[src/rtl/freq_bucket_meter_if.sv]
// Result bus of freq_bucket_meter: per-window edge count and the filtered LED display.
// count_valid is a one-cycle strobe with no ready; count/overflow are stable from the strobe
// until the next one, and led/bucket change only on the cycle after a strobe.
interface freq_bucket_meter_if #(
  parameter int NUM_BUCKETS = 10,
  parameter int CNT_W       = 14,
  parameter int BW          = $clog2(NUM_BUCKETS + 1)
);
  logic [NUM_BUCKETS:0] led;
  logic [BW-1:0]        bucket;
  logic [CNT_W-1:0]     count;
  logic                 count_valid;
  logic                 overflow;

  modport master (output led, bucket, count, count_valid, overflow);
  modport slave  (input  led, bucket, count, count_valid, overflow);
endinterface

[src/rtl/freq_bucket_meter.sv]
// Gated edge counter for an asynchronous square wave; classifies each window's count into
// linear frequency buckets and only moves the LED display once a bucket repeats.
module freq_bucket_meter #(
  parameter int WINDOW_CYCLES  = 240000,
  parameter int NUM_BUCKETS    = 10,
  parameter int BUCKET_BASE    = 1090,
  parameter int BUCKET_STEP    = 990,
  parameter int MIN_COUNT      = 1,
  parameter int STABLE_WINDOWS = 2,
  parameter bit BOTH_EDGES     = 1'b0,
  parameter int CNT_W          = 14,
  parameter int BW             = $clog2(NUM_BUCKETS + 1)
) (
  input  logic                int_osc,
  input  logic                reset,
  input  logic                square,
  input  logic                en,
  freq_bucket_meter_if.master m_if
);
  localparam int TW = $clog2(WINDOW_CYCLES);
  localparam int SW = $clog2(STABLE_WINDOWS + 1);
  localparam int LW = NUM_BUCKETS + 1;
  localparam logic [TW-1:0] LAST_T   = TW'(WINDOW_CYCLES - 1);
  localparam logic [SW-1:0] STABLE_N = SW'(STABLE_WINDOWS);
  localparam logic [BW-1:0] NO_SIG   = BW'(NUM_BUCKETS);

  logic            r_sq_s1, r_sq_s2, r_sq_d;
  logic            w_edge;
  logic [TW-1:0]   r_timer;
  logic [CNT_W-1:0] r_pulse;
  logic            r_ovf;
  logic            w_close, w_sat, w_ovf_next;
  logic [CNT_W-1:0] w_pulse_next;
  logic [CNT_W-1:0] r_count;
  logic            r_count_valid, r_overflow;
  logic [31:0]     w_count32;
  logic [BW-1:0]   w_cand;
  logic [BW-1:0]   r_pending, r_bucket;
  logic [SW-1:0]   r_stable_cnt, w_stable_next;
  logic [LW-1:0]   r_led;

  always_ff @(posedge int_osc) begin
    if (reset) begin
      r_sq_s1 <= 1'b0;
      r_sq_s2 <= 1'b0;
      r_sq_d  <= 1'b0;
    end else begin
      r_sq_s1 <= square;
      r_sq_s2 <= r_sq_s1;
      r_sq_d  <= r_sq_s2;
    end
  end

  assign w_edge = BOTH_EDGES ? (r_sq_s2 ^ r_sq_d) : (r_sq_s2 & ~r_sq_d);

  // The close cycle's own edge is folded into the closing window, so nothing leaks across.
  assign w_close      = en && (r_timer == LAST_T);
  assign w_sat        = &r_pulse;
  assign w_pulse_next = (w_edge && !w_sat) ? r_pulse + 1'b1 : r_pulse;
  assign w_ovf_next   = r_ovf | (w_edge & w_sat);

  always_ff @(posedge int_osc) begin
    if (reset || !en || w_close) begin
      r_timer <= '0;
      r_pulse <= '0;
      r_ovf   <= 1'b0;
    end else begin
      r_timer <= r_timer + 1'b1;
      r_pulse <= w_pulse_next;
      r_ovf   <= w_ovf_next;
    end
  end

  always_ff @(posedge int_osc) begin
    if (reset) begin
      r_count       <= '0;
      r_overflow    <= 1'b0;
      r_count_valid <= 1'b0;
    end else begin
      r_count_valid <= w_close;
      if (w_close) begin
        r_count    <= w_pulse_next;
        r_overflow <= w_ovf_next;
      end
    end
  end

  assign w_count32 = 32'(r_count);

  // Walk buckets downwards so the smallest matching index wins; fall-through clamps to the top.
  always_comb begin
    w_cand = BW'(NUM_BUCKETS - 1);
    for (int i = NUM_BUCKETS - 2; i >= 0; i--) begin
      if (w_count32 < 32'(BUCKET_BASE + i * BUCKET_STEP)) w_cand = BW'(i);
    end
    if (w_count32 < 32'(MIN_COUNT)) w_cand = NO_SIG;
  end

  always_comb begin
    w_stable_next = SW'(1);
    if (w_cand == r_pending) begin
      w_stable_next = (r_stable_cnt == STABLE_N) ? STABLE_N : r_stable_cnt + 1'b1;
    end
  end

  always_ff @(posedge int_osc) begin
    if (reset) begin
      r_pending    <= NO_SIG;
      r_stable_cnt <= '0;
      r_bucket     <= NO_SIG;
      r_led        <= LW'(1) << NUM_BUCKETS;
    end else if (r_count_valid) begin
      r_pending    <= w_cand;
      r_stable_cnt <= w_stable_next;
      if (w_stable_next == STABLE_N) begin
        r_bucket <= w_cand;
        r_led    <= LW'(1) << w_cand;
      end
    end
  end

  assign m_if.led         = r_led;
  assign m_if.bucket      = r_bucket;
  assign m_if.count       = r_count;
  assign m_if.count_valid = r_count_valid;
  assign m_if.overflow    = r_overflow;
endmodule
[src/flat_wrapper.sv]
// flat-port wrapper written by rule: the top's interface ports become plain ports
module freq_bucket_meter_flat 
#(
  parameter int WINDOW_CYCLES  = 240000,
  parameter int NUM_BUCKETS    = 10,
  parameter int BUCKET_BASE    = 1090,
  parameter int BUCKET_STEP    = 990,
  parameter int MIN_COUNT      = 1,
  parameter int STABLE_WINDOWS = 2,
  parameter bit BOTH_EDGES     = 1'b0,
  parameter int CNT_W          = 14,
  parameter int BW             = $clog2(NUM_BUCKETS + 1)
)
  (int_osc, reset, square, en, m_if_led, m_if_bucket, m_if_count, m_if_count_valid, m_if_overflow);
  freq_bucket_meter_if #(.NUM_BUCKETS(NUM_BUCKETS), .CNT_W(CNT_W), .BW(BW)) m_if_i ();
  input  logic int_osc;
  input  logic reset;
  input  logic square;
  input  logic en;
  output wire logic [$bits(m_if_i.led)-1:0] m_if_led;
  output wire logic [$bits(m_if_i.bucket)-1:0] m_if_bucket;
  output wire logic [$bits(m_if_i.count)-1:0] m_if_count;
  output wire logic [$bits(m_if_i.count_valid)-1:0] m_if_count_valid;
  output wire logic [$bits(m_if_i.overflow)-1:0] m_if_overflow;
  assign m_if_led = m_if_i.led;
  assign m_if_bucket = m_if_i.bucket;
  assign m_if_count = m_if_i.count;
  assign m_if_count_valid = m_if_i.count_valid;
  assign m_if_overflow = m_if_i.overflow;
  freq_bucket_meter #(.WINDOW_CYCLES(WINDOW_CYCLES), .NUM_BUCKETS(NUM_BUCKETS), .BUCKET_BASE(BUCKET_BASE), .BUCKET_STEP(BUCKET_STEP), .MIN_COUNT(MIN_COUNT), .STABLE_WINDOWS(STABLE_WINDOWS), .BOTH_EDGES(BOTH_EDGES), .CNT_W(CNT_W), .BW(BW)) u_core (.int_osc(int_osc), .reset(reset), .square(square), .en(en), .m_if(m_if_i));
endmodule
[config.mk]
export PLATFORM = sky130hd
export DESIGN_NAME = freq_bucket_meter_flat
export DESIGN_NICKNAME = d
export VERILOG_FILES = /design/src/rtl/freq_bucket_meter_if.sv /design/src/rtl/freq_bucket_meter.sv /design/src/flat_wrapper.sv
export SDC_FILE = /design/constraint.sdc
export NUM_CORES = 1
export LEC_CHECK = 0
export CAP_MARGIN = 20
export CORE_UTILIZATION = 51
export DETAILED_ROUTE_END_ITERATION = 10
export PLACE_DENSITY = 0.73
export SKIP_CTS_REPAIR_TIMING = 1
export SLEW_MARGIN = 20
export SYNTH_ARGS = -nofsm -noshare
export SYNTH_HDL_FRONTEND = slang
export SYNTH_SLANG_ARGS = --single-unit
[constraint.sdc]
create_clock -name int_osc -period 3 [get_ports int_osc]
set_clock_uncertainty 0.15 [all_clocks]
set_input_delay 0.6 -clock int_osc [delete_from_list [all_inputs] [get_ports int_osc]]
set_output_delay 0.6 -clock int_osc [all_outputs]
set_load 0.1 [all_outputs]
==> results of run 1 <==
==> layout by cell type (no fill, tap or decap), types with 2 or more instances in the layout <==
cell and n:
a211o_1 2, nand4_1 7, nor4_2 2, dfxtp_1 59, clkbuf_8 13, a21boi_0 2, or2_2 2, a211oi_1 16
and4_1 5, nand3_1 15, o211ai_1 5, or3_1 4, nor3_1 5, nor2b_1 5, nand4b_1 3, inv_1 15
and2_1 6, and3_1 9, xnor2_1 18, ha_1 3, clkinv_2 2, nand2_1 29, clkdlybuf4s50_1 3, or4_1 2
a31oi_1 4, dfxtp_2 4, nor4_1 3, o21ai_0 2, nor2_1 73, a31o_2 2, dfxtp_4 10, o21a_1 2
mux2i_1 16, buf_4 43, xor2_1 11, a21oi_1 4
==> flip-flops by register name, summed over array words and instances (netlist names) <==
name / count
u_core.r_ovf: 1
u_core.m_if.count: 14
u_core.m_if.overflow: 1
u_core.r_sq_d: 1
u_core.r_pulse: 14
u_core.m_if.led: 11
u_core.m_if.bucket: 4
u_core.r_sq_s2: 1
u_core.m_if.count_valid: 1
u_core.r_pending: 4
u_core.r_stable_cnt: 2
u_core.r_sq_s1: 1
u_core.r_timer: 18
==> layer usage <==
layer | wire length [µm] | global-route usage (%) | share of wire (%) | vias up
li1 | - | - | - | 1452
met1 | 3430 | 28.9 | 46 | 1348
met2 | 3460 | 35.6 | 46 | 75
met3 | 361 | 5.24 | 4.8 | 20
met4 | 197 | 9.55 | 2.6 | 0
met5 | 0 | 0 | 0 | -
==> metrics by stage <==
stage	cells	setup TNS (ps)	instance area [µm²]	power (mW)	hold WS (ps)
3_5_place_dp	495	0	3790	1.02	279
2_1_floorplan	395	-399	3460	1.01	264
6_report	511	0	4040	1.73	297
3_3_place_gp	495	0	3790	1.02	270
5_1_grt	511	-396	4040	1.80	316
4_1_cts	511	-57.8	3990	1.75	301
==> power groups by stage <==
stage / combinational [mW] / clock (mW) / sequential (mW)
finish: 0.0343 / 0.735 / 0.965
global placement: 0.0340 / 0 / 0.987
CTS: 0.0346 / 0.755 / 0.964
floorplan: 0.0207 / 0 / 0.987
detailed placement: 0.0344 / 0 / 0.987
global route: 0.0381 / 0.799 / 0.964
==> kinds of logic (layout without fill, tap and decap cells) <==
kind of cell,Yosys count,after routing
muxes,17,17
DFF,73,73
adders and majority gates,3,3
buffers and inverters,39,78
and+or+nand+nor,180,180
AOI/OAI and AO/OA,54,54
xor gates and xnor gates,29,29
==> critical path, cell delays in order (launching register included) <==
cell      delay [ps]
dfxtp_4          400
nor2b_1          230
nor4bb_2         360
o311ai_0         200
a311o_1          430
a31o_2           290
or4_4            590
o211ai_1         200
==> final cells by class <==
cell class              count  area [µm²]  share of cell area, %
flip-flops and latches     73        1500                   37.3
clock buffers              14         183                   4.53
repair buffers             47         364                   9.02
clock inverters             2        10.0                  0.248
inverters                  15        56.3                   1.39
well taps                  77        96.3                   2.39
multi-input cells         283        1820                   45.2
==> worst min-delay path by stage <==
| stage | start | endpoint | slack (ps) |
|---|---|---|---|
| after floorplan | u_core.r_sq_s1$_SDFF_PP0_ | u_core.r_sq_s2$_SDFF_PP0_ | 260 |
| after global placement | u_core.r_sq_s1$_SDFF_PP0_ | u_core.r_sq_s2$_SDFF_PP0_ | 270 |
| after detailed placement | u_core.r_sq_s1$_SDFF_PP0_ | u_core.r_sq_s2$_SDFF_PP0_ | 280 |
| after CTS | u_core.r_sq_s1$_SDFF_PP0_ | u_core.r_sq_s2$_SDFF_PP0_ | 300 |
| after global routing | u_core.r_sq_s1$_SDFF_PP0_ | u_core.r_sq_s2$_SDFF_PP0_ | 320 |
| final | u_core.r_sq_s1$_SDFF_PP0_ | u_core.r_sq_s2$_SDFF_PP0_ | 300 |
==> results.yml, run 1 <==
status:
  status: "finished clean"
drt:
  num_vias: 2895
  drtPass1Iterations: 4
  wirelength_um: 7450
  vias_per_cell: 5.67
  drc: 0
  ant_nets: 0
  drtIter0Drc: 119
  routedWlPerCell_um: 14.6
synth:
  syn_area_per_cell_um2: 8.63
  yosys_most_used_dff: "dfxtp_1"
  synth_compound_area_share_pct: 12.3
  ys_seq_area_share_pct: 42.8
  yosysTopAreaCell: "dfxtp_1"
  synth_edf_count: 0
  yosysWarningCount: 0
  synth_top_family_by_area: "simple AND/OR/NAND/NOR gates"
  synth_xor_area_share_pct: 7.45
  yosys-top-cells-area: "dfxtp_1, nor2_1, mux2i_1"
  synth_top_area_share_pct: 42.8
  synthMuxAreaShare_pct: 5.03
  syn_area_um2: 3410
  syn_inst: 395
  synthMostInstantiatedCell: "nor2_1"
  ys_ff_latch: 73
  async_reset_ff_share_pct: 0
  synth_fa_ha_area_share_pct: 1.10
  synth.distinct_cells: 55
  synth-simple-area-share_pct: 25.8
  syn_nets: 402
  ys_top_cells_by_count: "nor2_1, dfxtp_1, nand2_1, xnor2_1"
placement:
  place.gp.congestion: 0.835
  place_ws_ps: 4.02
  hpwlAfterDp_um: 5300
  io_buffers: 34
critical_path:
  crit_path_start_kind: "flip-flop"
  critical_path_class: "flip-flop to flip-flop"
  r2r-start: "u_core.m_if.count[12]$_SDFFE_PP0P_"
  required_ps: 3110
  crit_fanout: 9
  r2r_end: "u_core.m_if.led[10]$_SDFFE_PP1P_"
  rr_worst_depth: 7
  startpoint: "u_core.m_if.count[12]$_SDFFE_PP0P_"
  endpoint_kind: "flip-flop"
  rrSetupSlack_ps: 70
  endpoint: "u_core.m_if.led[10]$_SDFFE_PP1P_"
  cp_data_arrival_time_ps: 3040
sta:
  fin_crit_sh_pct: 97.7
  slew_violations: 0
  worst_pin_slew_ps: 530
  min_period_ps: 2930
  hold_viol: 0
  fin_ws_ps: 67.8
  setup_viol: 0
  relSlewSlack_pct: 64.7
  fmax_ghz: 0.341
flow_run:
  cap_violations: 0
power_and_ir_drop:
  ir_drop_uv: 580
  power.net_switching_mw: 0.371
  powerDensity_nw_per_um2: 429
  seqPwrFrac_pct: 55.6
  pwr-share-comb_pct: 2.0
  p_leak_nw: 1.52
  p_int_mw: 1.36
  switching_share_pct: 21.4
  p_clk_share_pct: 42.4
floorplanning:
  rows: 29
  chipHeight_um: 83.8
  die_w_um: 83.8
  ios: 35
  core_um2: 6390
  start_util_pct: 53.4
  die_area_um2: 7020
final_layout:
  final_util_pct: 63.2
  area_growth_pct: 18.3
  nets: 436
  nFillCells: 555
  diodes: 0
  drive_gt1_share_pct: 20.3
clocking:
  clk-insertion-delay-late_ps: 340
  cts_tree: "done"
  cts_made_buffers: 9
  cts.sinks: 73
  cts-htree-levels: 3
  clkTransAtPathRegs_ps: 80
  clockBufferDepth: 2
  clock_tree.root_cell: "clkbuf_8"
grt:
  grt_pass1_vias: 2731
  grt_pass1_wl_um: 12600
  track_usage_pct: 22.3
  antenna_found_initial: 0
  grt_max_degree: 34
  gr-total-overflow: 0
hold_path:
  hold_path_class: "flip-flop to flip-flop"
  min_path_cells: 1
Note: power is estimated with default switching activity, not from simulation.
==> run 2, diff against run 1 <==
CORE_MARGIN = 2   (was not set)
PLACE_DENSITY = 0.76   (was 0.73)
==> run 2 against run 1 <==
  * The run now ends with DRC left
  * Wire length decreased by 0.97%
  * Largest cell class unchanged
  * Combinational power up 4%
  * Non-clock buffer count stayed put
  * Highest routed layer unchanged
  * Fmax grew 2.3%
  * Final cell count is the same
  * Worst hold slack worse by 4.3 ps
  * First-iteration DRC count increased by 54%
  * Total power shrank 0.13%
==> results.yml, run 2 (synthesis gave the netlist of run 1 again) <==
drt:
  vias_per_cell: 5.69
  wirelength_um: 7370
  num_vias: 2906
  routedWlPerCell_um: 14.4
  drtIter0Drc: 183
  ant_nets: 0
  drtPass1Iterations: 8
  drc: 4
power_and_ir_drop:
  p_clk_share_pct: 42.2
  seqPwrFrac_pct: 55.7
  pwr-share-comb_pct: 2.1
  switching_share_pct: 22.2
  powerDensity_nw_per_um2: 430
  p_leak_nw: 1.52
  power.net_switching_mw: 0.385
  p_int_mw: 1.35
  ir_drop_uv: 425
clocking:
  cts_tree: "done"
  clock_tree.root_cell: "clkbuf_8"
  clk-insertion-delay-late_ps: 350
  clockBufferDepth: 2
  cts-htree-levels: 3
  clkTransAtPathRegs_ps: 80
  cts.sinks: 73
  cts_made_buffers: 9
sta:
  min_period_ps: 2870
  fin_crit_sh_pct: 95.5
  worst_pin_slew_ps: 533
  setup_viol: 0
  hold_viol: 0
  relSlewSlack_pct: 64.5
  tns_ps: 0
  hold_ws_ps: 293
  fmax_ghz: 0.349
  rsz0062_at_grt: "false"
  slew_violations: 0
grt:
  grt_pass1_vias: 2567
  grt_pass1_wl_um: 12200
  track_usage_pct: 20.9
  grt_max_degree: 32
  antenna_found_initial: 0
  gr-total-overflow: 0
final_layout:
  diodes: 0
  nets: 436
  layout_commonest_cell: "nor2_1"
  regMostFlops: "u_core.r_timer"
  largest_reg_flops: 18
  fin_area_um2: 4030
  drive_gt1_share_pct: 19.4
  final_cell_mix: "nor2_1, dfxtp_1, buf_4, nand2_1, xnor2_1"
  area_growth_pct: 18.2
critical_path:
  critPathSlowestCell: "or4_4"
  endpoint_kind: "flip-flop"
  max_stage_delay_ps: 580
  crit_path_start_kind: "flip-flop"
  crit_fanout: 9
  startpoint: "u_core.m_if.count[4]$_SDFFE_PP0P_"
  endpoint: "u_core.m_if.led[0]$_SDFFE_PP0P_"
  path_cells: "a211o_1 -> and3_4 -> o31a_1 -> a211o_1 -> a2111o_1 -> or4_4 -> mux2i_1"
  cpMostUsedCell: "a211o_1"
  required_ps: 3090
  critical_path_class: "flip-flop to flip-flop"
  r2r-start: "u_core.m_if.count[4]$_SDFFE_PP0P_"
  rr_worst_depth: 7
  rrSetupSlack_ps: 130
  cp_data_arrival_time_ps: 2960
  r2r_end: "u_core.m_if.led[0]$_SDFFE_PP0P_"
hold_path:
  hold_path_class: "flip-flop to flip-flop"
placement:
  io_buffers: 34
  place_area_um2: 3810
  hpwlAfterDp_um: 5230
  place.gp.congestion: 0.881
floorplanning:
  chipHeight_um: 85.8
  start_util_pct: 53.1
  rows: 29
  die_area_um2: 7360
  ios: 35
  die_w_um: 85.8
  core_um2: 6420
status:
  violations: "DRC"
  status: "complete, but fails checks"
flow_run:
  cap_violations: 0
==> run 2: how the worst min path moves through the flow <==
stage / startpoint / to / slack (ps) / depth (start not counted)
2_1_floorplan: u_core.r_sq_s1$_SDFF_PP0_ / u_core.r_sq_s2$_SDFF_PP0_ / 260 / 1
3_3_place_gp: u_core.r_sq_s1$_SDFF_PP0_ / u_core.r_sq_s2$_SDFF_PP0_ / 270 / 1
3_5_place_dp: u_core.r_sq_s1$_SDFF_PP0_ / u_core.r_sq_s2$_SDFF_PP0_ / 280 / 1
4_1_cts: u_core.r_sq_s1$_SDFF_PP0_ / u_core.r_sq_s2$_SDFF_PP0_ / 300 / 1
5_1_grt: u_core.r_sq_s1$_SDFF_PP0_ / u_core.r_sq_s2$_SDFF_PP0_ / 320 / 1
6_report: u_core.r_sq_s1$_SDFF_PP0_ / u_core.r_sq_s2$_SDFF_PP0_ / 290 / 1
==> run 2: power groups by stage <==
stage          Sequential, mW  Clock [mW]  Combinational, mW
6_report                0.964       0.731             0.0357
5_1_grt                 0.964       0.795             0.0393
4_1_cts                 0.964       0.740             0.0360
3_5_place_dp            0.987           0             0.0357
3_3_place_gp            0.987           0             0.0350
2_1_floorplan           0.987           0             0.0207
==> run 2: area by class of cell <==
| class | count | area [µm²] |
|---|---|---|
| multi-input cells | 283 | 1810 |
| fillers | 550 | 2390 |
| clock buffers | 14 | 174 |
| repair buffers | 47 | 377 |
| flip-flops and latches | 73 | 1500 |
| well taps | 77 | 96.3 |
| clock inverters | 2 | 10.0 |
| inverters | 15 | 56.3 |
==> run 2: critical path: cells and delay by family (launching register included) <==
| family | cells | cell delay, ps |
|---|---|---|
| DFF | 1 | 380 |
| muxes | 1 | 150 |
| and+or+nand+nor | 2 | 760 |
| AOI/OAI and AO/OA | 4 | 1320 |
==> run 2: layer usage <==
layer  wire length, µm  GRT usage (%)  vias to the layer above
met5                 0              0                        -
met4               117           9.67                        0
met3               269           4.33                       11
met2              3540           32.9                       60
met1              3450           27.6                     1379
li1                  -              -                     1456
==> run 2: through the flow <==
step	total power [mW]	setup slack [ps]	utilization [%]	cells
after global routing	1.80	14.8	62.8	511
after detailed placement	1.02	-4.67	59.3	495
after global placement	1.02	65.4	59.3	495
after floorplan	1.01	-78.8	-	395
after CTS	1.74	-9.95	62.1	511
final	1.73	134	62.8	511
==> run 3, diff against run 2 <==
SKIP_LAST_GASP = 1   (was not set)
==> run 3 against run 2 <==
  * The run still ends with DRC left
  * Highest routed layer unchanged
  * Critical endpoint unchanged
  * Wire length about the same
  * Total power about the same
  * Sequential share of layout area about the same
==> results.yml, run 3 (synthesis gave the netlist of run 1 again) <==
drt:
  drtPass1Iterations: 8
  met2_length_um: 3540
  drtIter0Drc: 179
  routedWlPerCell_um: 14.4
  top_layer_used: "met4"
  wirelength_um: 7370
  drc: 4
  vias_per_cell: 5.69
  met3_wirelength_um: 290
  num_vias: 2910
  drt-met1-wl_um: 3420
  ant_nets: 0
power_and_ir_drop:
  seqPwrFrac_pct: 55.6
  power.net_switching_mw: 0.386
  switching_share_pct: 22.3
  p_leak_nw: 1.52
  ir_drop_uv: 426
  pwr-share-comb_pct: 2.1
  p_int_mw: 1.35
  power_mw: 1.73
  powerDensity_nw_per_um2: 430
  p_clk_share_pct: 42.3
critical_path:
  cp_data_arrival_time_ps: 2960
  crit_fanout: 9
  path_depth: 7
  endpoint_kind: "flip-flop"
  path_cells: "a211o_1 -> and3_4 -> o31a_1 -> a211o_1 -> a2111o_1 -> or4_4 -> mux2i_1"
  crit_family: "compound AO/OA/AOI/OAI gates"
  r2r_end: "u_core.m_if.led[0]$_SDFFE_PP0P_"
  critical_path_class: "flip-flop to flip-flop"
  startpoint: "u_core.m_if.count[4]$_SDFFE_PP0P_"
  rr_worst_depth: 7
  r2r-start: "u_core.m_if.count[4]$_SDFFE_PP0P_"
  critPathSlowestCell: "or4_4"
  cpMostUsedCell: "a211o_1"
  max_stage_delay_ps: 580
  required_ps: 3090
  cp.buffers_inverters: 0
  rrSetupSlack_ps: 130
  crit_path_start_kind: "flip-flop"
  endpoint: "u_core.m_if.led[0]$_SDFFE_PP0P_"
final_layout:
  final_cells: 511
  largest_reg_flops: 18
  drive_gt1_share_pct: 19.1
  final_util_pct: 62.7
  nFillCells: 553
  nets: 436
  diodes: 0
  multi_input_area_um2: 1810
  regMostFlops: "u_core.r_timer"
  area_growth_pct: 18.1
  layout_commonest_cell: "nor2_1"
  ff_latch_area_um2: 1500
  final_cell_mix: "nor2_1, dfxtp_1, buf_4, nand2_1, xnor2_1"
  fin_area_um2: 4030
sta:
  fmax_ghz: 0.349
  fin_ws_ps: 134
  fin_crit_sh_pct: 95.5
  slew_violations: 0
  relSlewSlack_pct: 64.5
  rsz0062_at_grt: "true"
  worst_pin_slew_ps: 533
  setup_viol: 0
  hold_viol: 0
  min_period_ps: 2870
clocking:
  clkTransAtPathRegs_ps: 70
  cts-htree-levels: 3
  clockBufferDepth: 2
  clk-insertion-delay-late_ps: 350
  clock_tree.root_cell: "clkbuf_8"
  cts.sinks: 73
  cts_made_buffers: 9
  cts_tree: "done"
placement:
  place.gp.congestion: 0.881
  place_ws_ps: -4.67
  placedCellCount: 495
  place_area_um2: 3810
  hpwlAfterDp_um: 5230
  io_buffers: 34
floorplanning:
  die_area_um2: 7360
  start_util_pct: 53.1
  core_um2: 6420
  chipHeight_um: 85.8
  die_w_um: 85.8
  rows: 29
  ios: 35
status:
  status: "complete, but fails checks"
  violations: "DRC"
grt:
  grt_max_degree: 32
  grt_pass1_wl_um: 12200
  track_usage_pct: 20.9
  gr-total-overflow: 0
  grt_pass1_vias: 2567
  antenna_found_initial: 0
hold_path:
  hold_path_class: "flip-flop to flip-flop"
flow_run:
  cap_violations: 0
-- run 3: through the flow --
stage / hold slack (ps) / setup TNS (ps)
finish: 293 / 0
detailed placement: 283 / -7.83
global route: 318 / -6.86
CTS: 299 / -20.1
floorplan: 264 / -399
global placement: 273 / 0
-- run 3: worst min path at each step --
stage	start	endpoint	cells past startpoint
after detailed placement	u_core.r_sq_s1$_SDFF_PP0_	u_core.r_sq_s2$_SDFF_PP0_	1
after floorplan	u_core.r_sq_s1$_SDFF_PP0_	u_core.r_sq_s2$_SDFF_PP0_	1
after global placement	u_core.r_sq_s1$_SDFF_PP0_	u_core.r_sq_s2$_SDFF_PP0_	1
after global routing	u_core.r_sq_s1$_SDFF_PP0_	u_core.r_sq_s2$_SDFF_PP0_	1
after CTS	u_core.r_sq_s1$_SDFF_PP0_	u_core.r_sq_s2$_SDFF_PP0_	1
final	u_core.r_sq_s1$_SDFF_PP0_	u_core.r_sq_s2$_SDFF_PP0_	1
-- run 3: final cells by class --
class / count / share of cell area (%)
multi-input cells: 283 / 45.0
flip-flops and latches: 73 / 37.3
repair buffers: 47 / 9.35
clock buffers: 14 / 4.32
well taps: 77 / 2.39
inverters: 15 / 1.40
clock inverters: 2 / 0.249
-- run 3: layer usage --
layer | global-route usage [%] | up-vias
met2 | 32.9 | 61
met1 | 27.6 | 1383
li1 | - | 1455
met4 | 9.67 | 0
met3 | 4.33 | 11
met5 | 0 | -
-- run 3: power by group through the flow --
stage	clock [mW]	sequential, mW	combinational [mW]
6_report	0.733	0.964	0.0358
3_3_place_gp	0	0.987	0.0350
2_1_floorplan	0	0.987	0.0207
5_1_grt	0.795	0.964	0.0393
3_5_place_dp	0	0.987	0.0357
4_1_cts	0.740	0.964	0.0360
